$ cat src/rtl/instr_fetch.sv
// Instruction fetch stage: issues one bus request at a time, holds the returned
// instruction for decode, and squashes in-flight fetches on redirect.
module instr_fetch #(
  parameter logic [63:0] PC_RESET = 64'h0000_0000_8000_0000
) (
  input  logic        clk,
  input  logic        reset,
  output logic        ireq_valid,
  output logic [63:0] ireq_addr,
  input  logic        iresp_addr_ok,
  input  logic        iresp_data_ok,
  input  logic [31:0] iresp_data,
  input  logic        stall,
  input  logic        redirect_valid,
  input  logic [63:0] redirect_pc,
  output logic        out_valid,
  output logic [31:0] out_instr,
  output logic [63:0] out_pc
);

  typedef enum logic [1:0] {StReq, StWait, StHold} state_e;

  state_e      state_q, state_d;
  logic [63:0] pc_q, pc_d;
  logic        out_valid_q, out_valid_d;
  logic [31:0] out_instr_q, out_instr_d;
  logic [63:0] out_pc_q, out_pc_d;
  logic        squash_q, squash_d;
  logic [63:0] target_q, target_d;

  // A fetch finishes on data_ok, either directly in REQ (with addr_ok) or in WAIT.
  logic fetch_done;
  logic discard;

  always_comb begin
    fetch_done = ((state_q == StReq) && iresp_addr_ok && iresp_data_ok) ||
                 ((state_q == StWait) && iresp_data_ok);
    discard    = squash_q || redirect_valid;
  end

  always_comb begin
    state_d     = state_q;
    pc_d        = pc_q;
    out_valid_d = out_valid_q;
    out_instr_d = out_instr_q;
    out_pc_d    = out_pc_q;
    squash_d    = squash_q;
    target_d    = target_q;

    unique case (state_q)
      StReq, StWait: begin
        if (fetch_done) begin
          if (discard) begin
            pc_d     = redirect_valid ? redirect_pc : target_q;
            squash_d = 1'b0;
            state_d  = StReq;
          end else begin
            out_valid_d = 1'b1;
            out_instr_d = iresp_data;
            out_pc_d    = pc_q;
            pc_d        = pc_q + 64'd4;
            state_d     = StHold;
          end
        end else begin
          // Request is already on the bus; remember the redirect until it drains.
          if (redirect_valid) begin
            squash_d = 1'b1;
            target_d = redirect_pc;
          end
          if ((state_q == StReq) && iresp_addr_ok) begin
            state_d = StWait;
          end
        end
      end
      StHold: begin
        if (redirect_valid) begin
          out_valid_d = 1'b0;
          pc_d        = redirect_pc;
          state_d     = StReq;
        end else if (!stall) begin
          out_valid_d = 1'b0;
          state_d     = StReq;
        end
      end
      default: state_d = StReq;
    endcase
  end

  always_ff @(posedge clk) begin
    if (reset) begin
      state_q     <= StReq;
      pc_q        <= PC_RESET;
      out_valid_q <= 1'b0;
      out_instr_q <= 32'd0;
      out_pc_q    <= 64'd0;
      squash_q    <= 1'b0;
      target_q    <= 64'd0;
    end else begin
      state_q     <= state_d;
      pc_q        <= pc_d;
      out_valid_q <= out_valid_d;
      out_instr_q <= out_instr_d;
      out_pc_q    <= out_pc_d;
      squash_q    <= squash_d;
      target_q    <= target_d;
    end
  end

  always_comb begin
    ireq_valid = (state_q == StReq);
    ireq_addr  = pc_q;
    out_valid  = out_valid_q;
    out_instr  = out_instr_q;
    out_pc     = out_pc_q;
  end

endmodule

$ cat config.mk
export PLATFORM = sky130hd
export DESIGN_NAME = instr_fetch
export DESIGN_NICKNAME = d
export VERILOG_FILES = /design/src/rtl/instr_fetch.sv
export SDC_FILE = /design/constraint.sdc
export NUM_CORES = 1
export LEC_CHECK = 0
export ABC_AREA = 1
export CORE_UTILIZATION = 46
export DETAILED_ROUTE_END_ITERATION = 10
export GPL_TIMING_DRIVEN = 1
export PLACE_DENSITY_LB_ADDON = 0.12
export SYNTH_ARGS = -nofsm -noshare
export SYNTH_HDL_FRONTEND = slang
export SYNTH_SLANG_ARGS = --single-unit
$ cat constraint.sdc
create_clock -name clk -period 1.8 [get_ports clk]
set_input_delay 0.36 -clock clk [delete_from_list [all_inputs] [get_ports clk]]
set_output_delay 0.36 -clock clk [all_outputs]
set_load 0.005 [all_outputs]
# Word-level counts from Yosys, hierarchy flattened
# Index checks and enable logic that the tools add are counted.
totals:
  ff_bits: 228
  latchBits: 0
  ramBits: 0
  mem_bits_ro: 0
  input_bits: 102
  output_inout_bits: 162
  wordCells: 52
  mem_count: 0
classes:
  n_addsub: 1
  mul: 0
  div: 0
  order_cmp: 0
  eq_ne: 8
  shift: 0
  n_mux: 19
  bitwise_logic: 2
  reduce_logical: 15
op_table:
  columns: ["op", "n"]
  rows:
  - ["$mux 64", 4]
  - ["$pmux 64 s2", 1]
  - ["$add 64x3->64 const B", 1]
  - ["$mux 2", 5]
  - ["$reduce_and 3->1", 3]
  - ["$mux 1", 7]
  - ["$ne 2x2->1 const B", 3]
  - ["$ne 3x3->1 const B", 2]
  - ["$pmux 2 s2", 1]
  - ["$reduce_and 2->1", 2]
  - ["$reduce_and 4->1", 1]
  - ["$reduce_bool 2->1", 2]
  - ["$logic_and 1x1->1", 3]
  - ["$eq 2x1->1 const B", 1]
  - ["$eq 2x2->1 const B", 1]
  - ["$logic_not 2->1", 1]
  - ["$logic_or 1x1->1", 2]
  - ["$ne 2x1->1 const B", 1]
  - ["$not 1->1", 2]
  - ["$pmux 1 s2", 1]
  - ["$reduce_or 2->1", 1]

# Logic depth before layout (Yosys ltp)
# Gate-level depths: netlist of run 1.
logic_depth:
  depth_word: 6
  depth_mapped: 13
  mapped_depth_nobuf: 12

# Worst setup path after synthesis of run 1
# OpenSTA, ideal clock, no wires.
synth_timing:
  path_kind: "reg2reg"
  start: "reg pc_q[2] (netlist: ireq_addr[2])"
  end: "reg pc_q[38] (netlist: ireq_addr[38])"
  setup_ns: 0.124
  arrival_time_ns: 1.681
  t_required_ns: 1.676
  slack_ns: -0.005
  stages_incl_launch_ff: 13
  n_path_buf: 0
  synth_period_minus_slack_ns: 1.805
  cell_sequence: "dfxtp_1 -> ha_1 -> nand3_1 -> inv_1 -> nand2_2 -> nor2_4 -> nand2_2 -> nor2_2 -> nand2_1 -> nand2_1 -> inv_1 -> o21ai_0 -> a21oi_1"
synth_between:
  elab_chain_cells: 4
synth_lines:
  columns: ["item", "line_no", "source"]
  rows:
  - ["start, declared", "24", "logic [63:0] pc_q, pc_d;"]
  - ["start signal, assigned", "100", "pc_q <= pc_d;"]
  - ["$add 64x3->64", "61", "pc_d = pc_q + 64'd4;"]
  - ["$mux 64", "53", "if (discard) begin"]
  - ["$mux 64", "52", "if (fetch_done) begin"]
  - ["$pmux 64 s2", "50", "unique case (state_q)"]
# Every way passes these cells. The select of a mux whose other input is x is not followed.
# A chain may end at the register's enable or synchronous reset.

# Worst setup path after layout of run 1
layout_timing:
  start: "reg pc_q[2] (netlist: ireq_addr[2])"
  end: "reg pc_q[54] (netlist: ireq_addr[54])"
# Same word-level chain as after synthesis.

==> metrics.csv, run 1 <==
metric,value,unit
status,"finished, violations left",
violated checks,setup timing,
die width,161,um
Inst Count DP,2405,
Detailed Route WL,47.0,mm
Final TNS setup,-68.5,ps
antenna-violating nets left,0,
skew final,22.8,ps
unrepaired setup endpoints after global routing,yes,
drt initial violations,1541,
full die area,25900,um^2
I/O pin count,264,
clock latency on the worst-skew pair,540,ps
WP data required,2210,ps
Synth Area in Adders,0.108,%
# nets final,2238,
cells after synthesis,1728,
critical path launch point type,flip-flop,
fill count,2040,
Post-synth top cells,"nand2_1 (393), a21oi_1 (263), dfxtp_1 (228)",
CP max stage cell,dfxtp_4,
slew margin rel.,68.6,%
clk sinks,228,
WS Path Type,flip-flop to flip-flop,
syn avg cell area,6.73,um^2
worst hold path class,input pin to flip-flop,
fin. max-slew vios,0,
Initial Util,47.4,%
Finished Cell Area,17700,um^2
final hold violations,0,
H-Tree Depth,1,
CP Cell Sequence,ha_4 > nand3_2 > inv_2 > nand2_4 > nor2_4 > buf_4 > nand4_1 > or2_2 > nand3_1 > a21oi_1,
via count,13899,
Reg2Reg Depth,10,
CP Capture Type,flip-flop,
most numerous cell in the Yosys netlist,nand2_1,
MaxCap Viol Count,0,
worst hold start,reset,
Via density,5.61,
Seq cells post-synth,228,
Longest Clk Path Bufs,3,
setup violators final,2,
GPL Wtd Cong,0.968,
Synth top area share,39.3,%
static leakage,7.14,nW
detailed placement HPWL,33.6,mm
crit path max fanout,4,
first-pass GRT wire length,72.3,mm
Worst Hold End,ireq_addr[41],
Tcrit/Tclk final,102,%
Synth Area in XOR/XNOR,1.96,%
Fmax,543,MHz
drt first pass iters,5,
reg2reg end,ireq_addr[54],
Final min period,1840,ps
Hold Path Stages,4,
FF-to-FF setup slack,-40,ps
most area-consuming cells after synthesis,"dfxtp_1 (39%), nand2_1 (13%), a21oi_1 (11%)",
"area leader, netlist",dfxtp_1,
Peak supply drop,668,uV
final core occ,72.1,%
port buffer count,263,
synthesized area,11600,um^2
"Hold-fix buffers, CTS",0,
wire per inst,19.0,um
initial antenna violation count,0,
Yosys Warn Count,0,
Slew @ Worst Pin,471,ps
share of layout cells above drive strength 1,21.2,%
"EDFF count, synth",0,
TritonCTS clock tree,yes,
main combinational cell family by area after synthesis,simple AND/OR/NAND/NOR gates,
post-route setup slack,-41.5,ps
die height,161,um
area grow syn2layout,52.1,%
Worst-path clk slew,60,ps
Total Routing Usage GR,35.3,%
CORE AREA,24500,um^2
worst r2r src,ireq_addr[2],
Post-DP Area,16000,um^2
crit path DAT,2250,ps
simple-gate share of the synthesized area,25.2,%
number of remaining DRC errors,0,
Hold WS,324,ps
sequential area share after synthesis,39.3,%
largest net degree at the start of global routing,98,
final std cells w/o fill,2477,
CP peak stage delay,360,ps
mux cell area share after synthesis,0.775,%
PwrDens,822,nW/um^2
Design Power,14.5,mW
GRT Residual Overflow,0,
ys async rst share,0,%
Post-synth top flop,dfxtp_1,
# diodes,0,
syn nets,1831,
number of global-route vias before repair,13233,
clock root buffer,clkbuf_16,
"worst slack, placed",-230,ps
Synth Area in Compound Gates,24.6,%
Synth cell types,39,
CTS Buf Count,27,
num rows,57,
==> state kept, by name (all words and copies together), names as in the netlist <==
name       flops
ireq_addr     64
out_instr     32
out_pc        64
out_valid      1
squash_q       1
state_q        2
target_q      64
==> routing by layer <==
layer / routed length (um) / track usage [%]
met1: 18500 / 43.2
met2: 22000 / 57.8
met3: 3280 / 4.73
met4: 3270 / 23.3
met5: 0 / 0
==> layout make-up <==
cell class,count,area (um^2),area share (%)
Clock buffer,35,736,4.16
Clock inverter,12,219,1.24
Inverter,119,447,2.53
Multi-Input combinational cell,1259,6500,36.8
Sequential cell,228,4720,26.7
Tap cell,324,405,2.29
Timing Repair Buffer,500,4650,26.3
==> layout by cell type (no fill, tap or decap), types with 6 or more instances in the layout <==
cell type,instances
nand2_1,368
a21oi_1,262
buf_4,203
clkdlybuf4s50_1,194
dfxtp_1,169
o21ai_0,167
nand3_1,138
inv_1,110
nor2_1,68
dlygate4sd2_1,60
dfxtp_4,34
nor2_2,33
clkbuf_16,27
dfxtp_2,25
nand2_2,21
o21ai_1,21
nor2_4,20
a311oi_1,20
buf_12,19
a221oi_1,17
buf_6,17
xnor2_1,15
o21bai_1,11
nand4_1,11
xor2_1,11
nor3_1,10
mux2i_1,9
inv_2,8
nand3_2,8
nand2_4,7
or2_2,6
bufinv_16,6
dlymetal6s2s_1,6
==> power breakdown <==
group | switching [mW] | total, mW | internal (mW)
clock network | 2.22 | 5.94 | 3.72
logic | 1.61 | 2.96 | 1.34
registers | 0.255 | 5.65 | 5.39
total | 4.08 | 14.5 | 10.5
==> worst max path at each step <==
stage,startpoint,endpoint
6_report,ireq_addr[2],ireq_addr[54]
4_1_cts,ireq_addr[46],ireq_addr[46]
5_1_grt,ireq_addr[10],ireq_addr[52]
3_5_place_dp,iresp_addr_ok,target_q[6]
3_3_place_gp,iresp_addr_ok,ireq_addr[41]
2_1_floorplan,ireq_addr[3],ireq_addr[38]
==> worst max-delay path, delay by kind of cell, from the launching register on <==
family                   cells  cell delay, ps
AO/OA/AOI/OAI                1              60
adder cells (fa/ha/maj)      1             150
buffers and inverters        2             240
flip-flops                   1             360
AND/OR/NAND/NOR              6             900
==> cells by family after synthesis <==
logic type / Yosys count
simple gates: 698
compound gates: 525
flops: 228
buf+inv: 241
mux: 9
fa+ha+maj: 1
xor+xnor: 26
==> repair_timing <==
action / 4_1_cts / 5_1_grt
pin swaps: 5 / 29
resized for setup: 189 / 109
setup endpoints to repair: 96 / 49
buffers inserted: 18 / 8
No activity file was read; power rests on OpenSTA's default activity.
==> run 2, diff against run 1 <==
--- a/config.mk
+++ b/config.mk
@@ -6,7 +6,7 @@
 export NUM_CORES = 1
 export LEC_CHECK = 0
 export ABC_AREA = 1
-export CORE_UTILIZATION = 46
+export CORE_UTILIZATION = 55
 export DETAILED_ROUTE_END_ITERATION = 10
 export GPL_TIMING_DRIVEN = 1
 export PLACE_DENSITY_LB_ADDON = 0.12
==> constraint.sdc (replaced) <==
create_clock -name clk -period 2.4 [get_ports clk]
set_input_delay 0.48 -clock clk [delete_from_list [all_inputs] [get_ports clk]]
set_output_delay 0.48 -clock clk [all_outputs]
set_load 0.005 [all_outputs]
==> run 2 against run 1 <==
- the flow now finishes without violations
- core utilization rose by 4.5 points
- cell count fell by 8.9%
- largest cell class unchanged
- critical path depth fell by 2
- cell area fell by 11%
- non-clock buffer count fell by 163
- first-iteration DRC count fell by 25%
- sequential share of layout area rose by 2.4 points
- via count fell by 2.0%
- clock skew fell by 7.0 ps
- power fell by 30%
- sequential cell count did not move
==> metrics.csv, run 2 (synthesized netlist as in run 1, its figures left out) <==
metric,value,unit
status,completed,
final hold violations,0,
largest net degree at the start of global routing,127,
CTS resizes,0,
# diodes,0,
Tcrit/Tclk final,93.3,%
Peak supply drop,507,uV
via count,13618,
"commonest cells after routing, fill and taps aside","nand2_1 (391), a21oi_1 (263), clkdlybuf4s50_1 (261), dfxtp_1 (228), o21ai_0 (177)",
CORE AREA,20500,um^2
die width,147,um
CP Capture Type,flip-flop,
GPL Wtd Cong,0.940,
Final min period,2240,ps
Design Power,10.2,mW
MaxCap Viol Count,0,
drt first pass iters,5,
antenna-violating nets left,0,
full die area,21700,um^2
"worst slack, placed",92.0,ps
H-Tree Depth,1,
Final TNS setup,0,ps
number of global-route vias before repair,12567,
clock group share of total power,38.9,%
Initial Util,56.7,%
num rows,52,
CTS Buf Count,25,
PwrDens,649,nW/um^2
post-route setup slack,161,ps
"Hold-fix buffers, CTS",0,
CP peak stage delay,550,ps
Switching Share,28.7,%
fin. max-slew vios,0,
port buffer count,263,
share of layout cells above drive strength 1,7.20,%
CP max stage cell,dfxtp_1,
Total Routing Usage GR,39.8,%
drt initial violations,1153,
Worst-path clk slew,60,ps
clock root buffer,clkbuf_16,
Fmax,447,MHz
crit path max fanout,9,
Post-DP Area,14800,um^2
Longest Clk Path Bufs,3,
initial antenna violation count,0,
crit path DAT,2680,ps
worst hold path class,flip-flop to flip-flop,
clock latency on the worst-skew pair,530,ps
first-pass GRT wire length,68.4,mm
Reg power frac,42.3,%
clk sinks,228,
Slew @ Worst Pin,643,ps
critical path launch point type,flip-flop,
fill count,1647,
detailed placement HPWL,31.1,mm
Psw,2.92,mW
slew margin rel.,57.1,%
setup violators final,0,
skew final,15.8,ps
CP Cell Sequence,nand2_1 > nor2_1 > nand2_1 > inv_1 > nand2_1 > o21ai_0 > o221ai_1 > a21oi_1,
unrepaired setup endpoints after global routing,no,
Finished Cell Area,15700,um^2
TritonCTS clock tree,yes,
number of remaining DRC errors,0,
static leakage,5.76,nW
Worst Path Buf+Inv,1,
Detailed Route WL,44.8,mm
"delay-heaviest family, CP",compound AO/OA/AOI/OAI gates,
WS Path Type,flip-flop to flip-flop,
Gate power share,18.8,%
cell mode on critical path,nand2_1,
GRT Residual Overflow,0,
post-CTS setup buffers,0,
"most common cell after layout, fill and taps aside",nand2_1,
die height,147,um
I/O pin count,264,
WP data required,2840,ps
Int Power,7.26,mW
area grow syn2layout,34.9,%
# nets final,2073,
wire per inst,19.8,um
Via density,6.03,
## run 2: changes by cell type in the layout (fill, tap and decap cells not counted), moves of 34 or more
| cell | previous run | this run |
|---|---|---|
| buf_4 | 203 | 62 |
| clkdlybuf4s50_1 | 194 | 261 |
| dlygate4sd2_1 | 60 | 0 |
| dfxtp_1 | 169 | 228 |
| nor2_1 | 68 | 112 |
| dfxtp_4 | 34 | 0 |
## run 2: stage by stage
stage	std cells	hold slack, ps	utilization (%)
final	2257	448	76.5
after global routing	2257	463	76.5
after detailed placement	2213	440	72.4
after floorplan	1728	424	-
after CTS	2257	448	76.5
after global placement	2213	430	72.4
## run 2: power by group through the flow
stage / logic (mW) / registers (mW) / clock network [mW]
after detailed placement: 1.86 / 4.38 / 0
after CTS: 1.88 / 4.30 / 3.96
after global routing: 2.05 / 4.32 / 4.13
final: 1.91 / 4.31 / 3.96
after global placement: 1.81 / 4.37 / 0
after floorplan: 0.923 / 4.30 / 0
## run 2: final timing paths
check / from / endpoint / slack [ps] / cells past startpoint
worst max-delay path: ireq_addr[4] / ireq_addr[11] / 160 / 8
worst min register to register: target_q[44] / target_q[44] / 450 / 2
worst min-delay path: target_q[44] / target_q[44] / 450 / 2
worst max register to register: ireq_addr[4] / ireq_addr[11] / 160 / 8
## run 2: cell type report
type	instances	area, um^2	area share (%)
clock buffer	37	751	4.79
timing repair buffer	337	3360	21.4
clock inverter	7	90.1	0.574
inverter	119	447	2.85
sequential	228	4560	29.1
tap	270	338	2.15
multi-input combinational	1259	6140	39.1
## run 2: worst reg2reg max path, cell delays in order (launching register included)
cell,delay [ps]
dfxtp_1,550
nand2_1,130
nor2_1,170
nand2_1,180
inv_1,110
nand2_1,110
o21ai_0,440
o221ai_1,300
a21oi_1,180
## run 2: routing by layer
metal	vias to the layer above	global-route usage, %	share of wire, %
li1	6326	-	-
met5	-	0	0
met4	0	23.0	6.1
met1	6372	48.4	38
met3	156	5.43	7.6
met2	764	67.2	48
